File: src/rtl/param_stim_gen.sv
// param_stim_gen: walks a BSIZE-bit stimulus value from 0 to LAST. Each value
// is held for HOLD unpaused cycles, then a one-cycle done pulse is emitted.
// Optional build macro: PARAM_STIM_GRAY_EN. When it is defined, stim carries
// the Gray-coded count instead of the plain binary count.
//
// Output semantics: stim is meaningful only while valid is high. There is no
// back-pressure; the consumer must accept stim on every cycle that valid is
// asserted. done pulses once, in the cycle after the last valid cycle.
module param_stim_gen #(
    parameter int BSIZE = 2,
    parameter int HOLD  = 5,
    parameter int LAST  = 2
) (
    input  logic             clock,
    input  logic             reset_n,
    input  logic             start,
    input  logic             pause,
    output logic [BSIZE-1:0] stim,
    output logic             valid,
    output logic             done,
    output logic [1:0]       state_dbg
);

    // The hold counter needs to count 0..HOLD-1. It is always at least 1 bit wide.
    localparam int HW = (HOLD + 1 > 2) ? $clog2(HOLD + 1) : 1;
    localparam logic [HW-1:0]    HOLD_END = HW'(HOLD - 1);
    localparam logic [BSIZE-1:0] CNT_END  = BSIZE'(LAST);

    typedef enum logic [1:0] {
        IDLE = 2'd0,
        RUN  = 2'd1,
        DONE = 2'd2
    } state_t;

    state_t           state, state_nxt;
    logic [BSIZE-1:0] cnt, cnt_nxt;
    logic [HW-1:0]    hcnt, hcnt_nxt;
    logic [BSIZE-1:0] stim_nxt;
    logic             valid_nxt;
    logic             done_nxt;

    assign state_dbg = state;

    // Maps the value counter onto the bus encoding.
    function automatic logic [BSIZE-1:0] stim_map(input logic [BSIZE-1:0] c);
`ifdef PARAM_STIM_GRAY_EN
        return c ^ (c >> 1);
`else
        return c;
`endif
    endfunction

    // Next-state logic. All outputs are computed one cycle ahead so that
    // they can be registered.
    always_comb begin
        state_nxt = state;
        cnt_nxt   = cnt;
        hcnt_nxt  = hcnt;
        stim_nxt  = stim;
        valid_nxt = valid;
        done_nxt  = 1'b0;
        case (state)
            IDLE: begin
                valid_nxt = 1'b0;
                if (start) begin
                    state_nxt = RUN;
                    cnt_nxt   = '0;
                    hcnt_nxt  = '0;
                    stim_nxt  = stim_map('0);
                    valid_nxt = 1'b1;
                end
            end
            RUN: begin
                valid_nxt = 1'b1;
                if (!pause) begin
                    if (hcnt == HOLD_END) begin
                        if (cnt == CNT_END) begin
                            // The final hold has completed. stim keeps its last value.
                            state_nxt = DONE;
                            valid_nxt = 1'b0;
                            done_nxt  = 1'b1;
                        end else begin
                            cnt_nxt  = cnt + BSIZE'(1);
                            hcnt_nxt = '0;
                            stim_nxt = stim_map(cnt + BSIZE'(1));
                        end
                    end else begin
                        hcnt_nxt = hcnt + HW'(1);
                    end
                end
            end
            DONE: begin
                state_nxt = IDLE;
                valid_nxt = 1'b0;
            end
            default: begin
                state_nxt = IDLE;
                valid_nxt = 1'b0;
            end
        endcase
    end

    // State, counter and output registers. The reset is asynchronous.
    always_ff @(posedge clock or negedge reset_n) begin
        if (!reset_n) begin
            state <= IDLE;
            cnt   <= '0;
            hcnt  <= '0;
            stim  <= '0;
            valid <= 1'b0;
            done  <= 1'b0;
        end else begin
            state <= state_nxt;
            cnt   <= cnt_nxt;
            hcnt  <= hcnt_nxt;
            stim  <= stim_nxt;
            valid <= valid_nxt;
            done  <= done_nxt;
        end
    end

endmodule

File: config.mk
export PLATFORM = sky130hd
export DESIGN_NAME = param_stim_gen
export DESIGN_NICKNAME = d
export VERILOG_FILES = /design/src/rtl/param_stim_gen.sv
export SDC_FILE = /design/constraint.sdc
export NUM_CORES = 1
export LEC_CHECK = 0
export ABC_AREA = 0
export BUFFER_PORTS_ARGS = -buffer_cell sky130_fd_sc_hd__buf_4
export CAP_MARGIN = 20
export CORE_AREA = 8 8 45 47
export CTS_CLUSTER_SIZE = 25
export DETAILED_ROUTE_END_ITERATION = 16
export DIE_AREA = 0 0 53 55
export GPL_TIMING_DRIVEN = 0
export PLACE_DENSITY = 0.62
export SLEW_MARGIN = 0
export SYNTH_ARGS = -nofsm -noshare
export SYNTH_HDL_FRONTEND = slang
export SYNTH_SLANG_ARGS = --single-unit
File: constraint.sdc
create_clock -name clock -period 1.4 [get_ports clock]
set_input_delay 0.14 -clock clock [delete_from_list [all_inputs] [get_ports clock]]
set_output_delay 0.14 -clock clock [all_outputs]
set_load 0.01 [all_outputs]
==> summary.md <==
| Metric | Value |
|---|---|
| Status | finished, final reports clean |
| Via count | between 300 and 400 |
| P_leak | around 0.0003 uW |
| DR WL/cell | around 12 um |
| Die ar. | 0.002915 mm^2 |
| Worst-path fanout max | 6 |
| Antenna viol nets, final | 0 |
| Setup crit start | state_dbg[1]$_DFFE_PN0P_ |
| Worst setup SP type | register |
| Fmax | approximately 720 MHz |
| Synth Cell Area | roughly 460 um^2 |
| Place WS | -54.78 ps |
| Grt peak-use layer | met2 |
| WL final | 938 um |
| Seq/Total Area, Yosys | between 40% and 50% |
| First-pass iteration count of the detailed router | 4 |
| Max cap viols | 0 |
| Max Buffers Root-to-Sink | 2 |
| Initial antenna violation count | 0 |
| Setup tns final | 0 ps |
| Met1 Usage GRT | between 10% and 20% |
| First-pass GRT wire length | 1.676 mm |
| Total track usage | about 7.9% |
| Vias/cell | 4.962 |
| GRT overflow | 0 |
| Max VDD drop | approximately 0.95 mV |
| Critical Setup Path Class | register to register |
| # DRC | 0 |
| Number of global-route vias before repair | 381 |
| Final hold slack | ~240 ps |
| FF-to-FF Start | state_dbg[1]$_DFFE_PN0P_ |
| Critical Path RT | 1580 ps |
| Layout cell share with drive strength beyond 1 | 40.32% |
| Final setup margin | about 15 ps |
| Htree depth | 1 |
| Yosys cell types | 23 |
| Root Buffer | clkbuf_4 |
| Pwr Density | between 1500 and 2000 mW/mm^2 |
| M3 GR Usage | under 10% |
| Worst-Skew Late Latency | 260 ps |
| IO Pins | 10 |
| Final Max Tran Viols | 0 |
| Power Total | approximately 1200 uW |
| Worst hold-check path type | input pin to async pin |
| Largest net degree at the start of global routing | 10 |
| WP data arrival | 1560 ps |
| Avg Cell Area, Syn | approximately 10 um^2 |
| Post-DP HPWL | between 600 and 700 um |
| Yosys Warn Count | 0 |
| Fin crit period | around 1400 ps |
| Relative slew slack | between 80% and 90% |
| Syn nets | 52 |
| RSZ-0062 raised after global routing | yes |
| Total CTS buffers | 3 |
| Initial DRC Count | 3 |
| Crit path capture type | register |
| Met2 Usage GRT | between 10% and 20% |
| Die X | 53 um |
| Clock slew at reported path FFs | around 60 ps |
| Diode count | 0 |
| Area delta synth->final | 41.73% |
| Rows | 14 |
| Post-Synthesis Cells | 45 |
| Setup violators final | 0 |
| Post-Place Cell Area | between 500 and 600 um^2 |
| Clk sink count | 9 |
| Measured slew at the worst slew-check pin | around 260 ps |
| Fin crit share | 98.90% |
| DIE HEIGHT | approximately 55 um |
| Core area | 0.001384 mm^2 |
| CTS tree | yes |
| Finished Cell Area | about 650 um^2 |
| IO Port Bufs | 9 |
| Hold Vio Cnt, Final | 0 |
| GPL Wtd Cong | approximately 0.8 |
| Fin nets | 70 |
| Yosys reg bits | 9 |
| Skew final | 3.597 ps |
| Starting density of the core | between 30 and 40% |
==> worst max-delay path, stage by stage (launching register included) <==
cell and delay (ps):
dfrtp_2 400, or3b_1 350, buf_2 160, or2_1 240
o22ai_1 150
==> per-layer routing <==
layer	vias to the layer above	share of wire [%]
met1	179	45
met4	0	0.85
met5	-	0
li1	195	-
met2	11	44
met3	2	9.2
==> worst paths after layout <==
path / end / slack, ps / cells past startpoint
min reg2reg: cnt[0]$_DFFE_PN0P_ / 500 / 1
max reg2reg: cnt[1]$_DFFE_PN0P_ / 20 / 4
max: cnt[1]$_DFFE_PN0P_ / 20 / 4
min: hcnt[0]$_DFFE_PN0P_ / 240 / 2
max in group asynchronous: state_dbg[0]$_DFFE_PN0P_ / 1010 / 2
min in group clock: state_dbg[0]$_DFFE_PN0P_ / 250 / 3
==> cell families (layout without fill, tap and decap cells) <==
| logic type | after synthesis | count (layout) | share of synthesized area, % |
|---|---|---|---|
| buf+inv | 5 | 22 | 4.334 |
| compound gates | 11 | 11 | 16.26 |
| flops | 9 | 9 | 48.78 |
| mux | 1 | 1 | 2.168 |
| simple gates | 16 | 16 | 20.33 |
| fa+ha+maj | 3 | 3 | 8.131 |
==> cell type report <==
type	instances	area (um^2)
Clock buffer	4	26.28
Timing Repair Buffer	13	100.1
Inverter	4	15.01
Buffer	1	5.005
Sequential cell	9	227.7
Multi-Input combinational cell	31	260.3
Fill cell	139	729.5
Tap cell	16	20.02
==> flip-flops by register name, summed over array words and instances (netlist names) <==
name and flops:
hcnt 3, valid 1, state_dbg 2, done 1, cnt 2
==> repair_timing <==
| item | 4_1_cts | 5_1_grt |
|---|---|---|
| hold buffers | 1 | 0 |
| hold endpoints to repair | 9 | 0 |
| endpoints found under the setup margin | 4 | 6 |
| pin swaps | 1 | 3 |
| resized for setup | 3 | 4 |
| buffers inserted | 2 | 1 |
==> cells in the final DEF, fill, tap and decap left out, types with 2 or more instances in the layout <==
master and instances:
dfrtp_1 7, o22ai_1 2, buf_4 12, nand3b_1 2
nor2_1 3, a21oi_1 3, nand2_1 3, dfrtp_2 2
clkbuf_4 3, inv_1 4
==> through the flow <==
| stage | util (%) | instances |
|---|---|---|
| 6_report | 47.29 | 78 |
| 5_1_grt | 47.29 | 78 |
| 4_1_cts | 44.67 | 77 |
| 3_5_place_dp | 40.24 | 70 |
| 3_3_place_gp | 40.24 | 70 |
| 2_1_floorplan | - | 45 |
==> where the power goes <==
group | switching, uW | internal, uW | total [uW]
Sequential | 67.1 | 351 | 418
Combinational | 281 | 321 | 601
Clock | 83.9 | 109 | 193
==> Yosys cell counts <==
cell	number	share of area, %
a211o_1	1	1.9
o21ai_0	1	1.1
mux2i_1	1	2.2
nor3b_1	1	1.6
buf_2	1	1.1
a221oi_1	2	3.8
and3_1	1	1.4
or3b_1	1	1.9
or2_2	1	1.4
ha_1	3	8.1
dfrtp_1	9	49
a21o_1	1	1.6
nand2b_2	1	1.9
a21oi_1	3	3.3
nor2_1	3	2.4
o2bb2ai_1	1	1.9
nand3_1	1	1.1
nand3b_1	2	3.3
nand2_1	3	2.4
o22ai_1	2	2.7
inv_1	4	3.3
or2b_1	1	1.6
or2_1	1	1.4
Power figures use the tool's default switching activity.
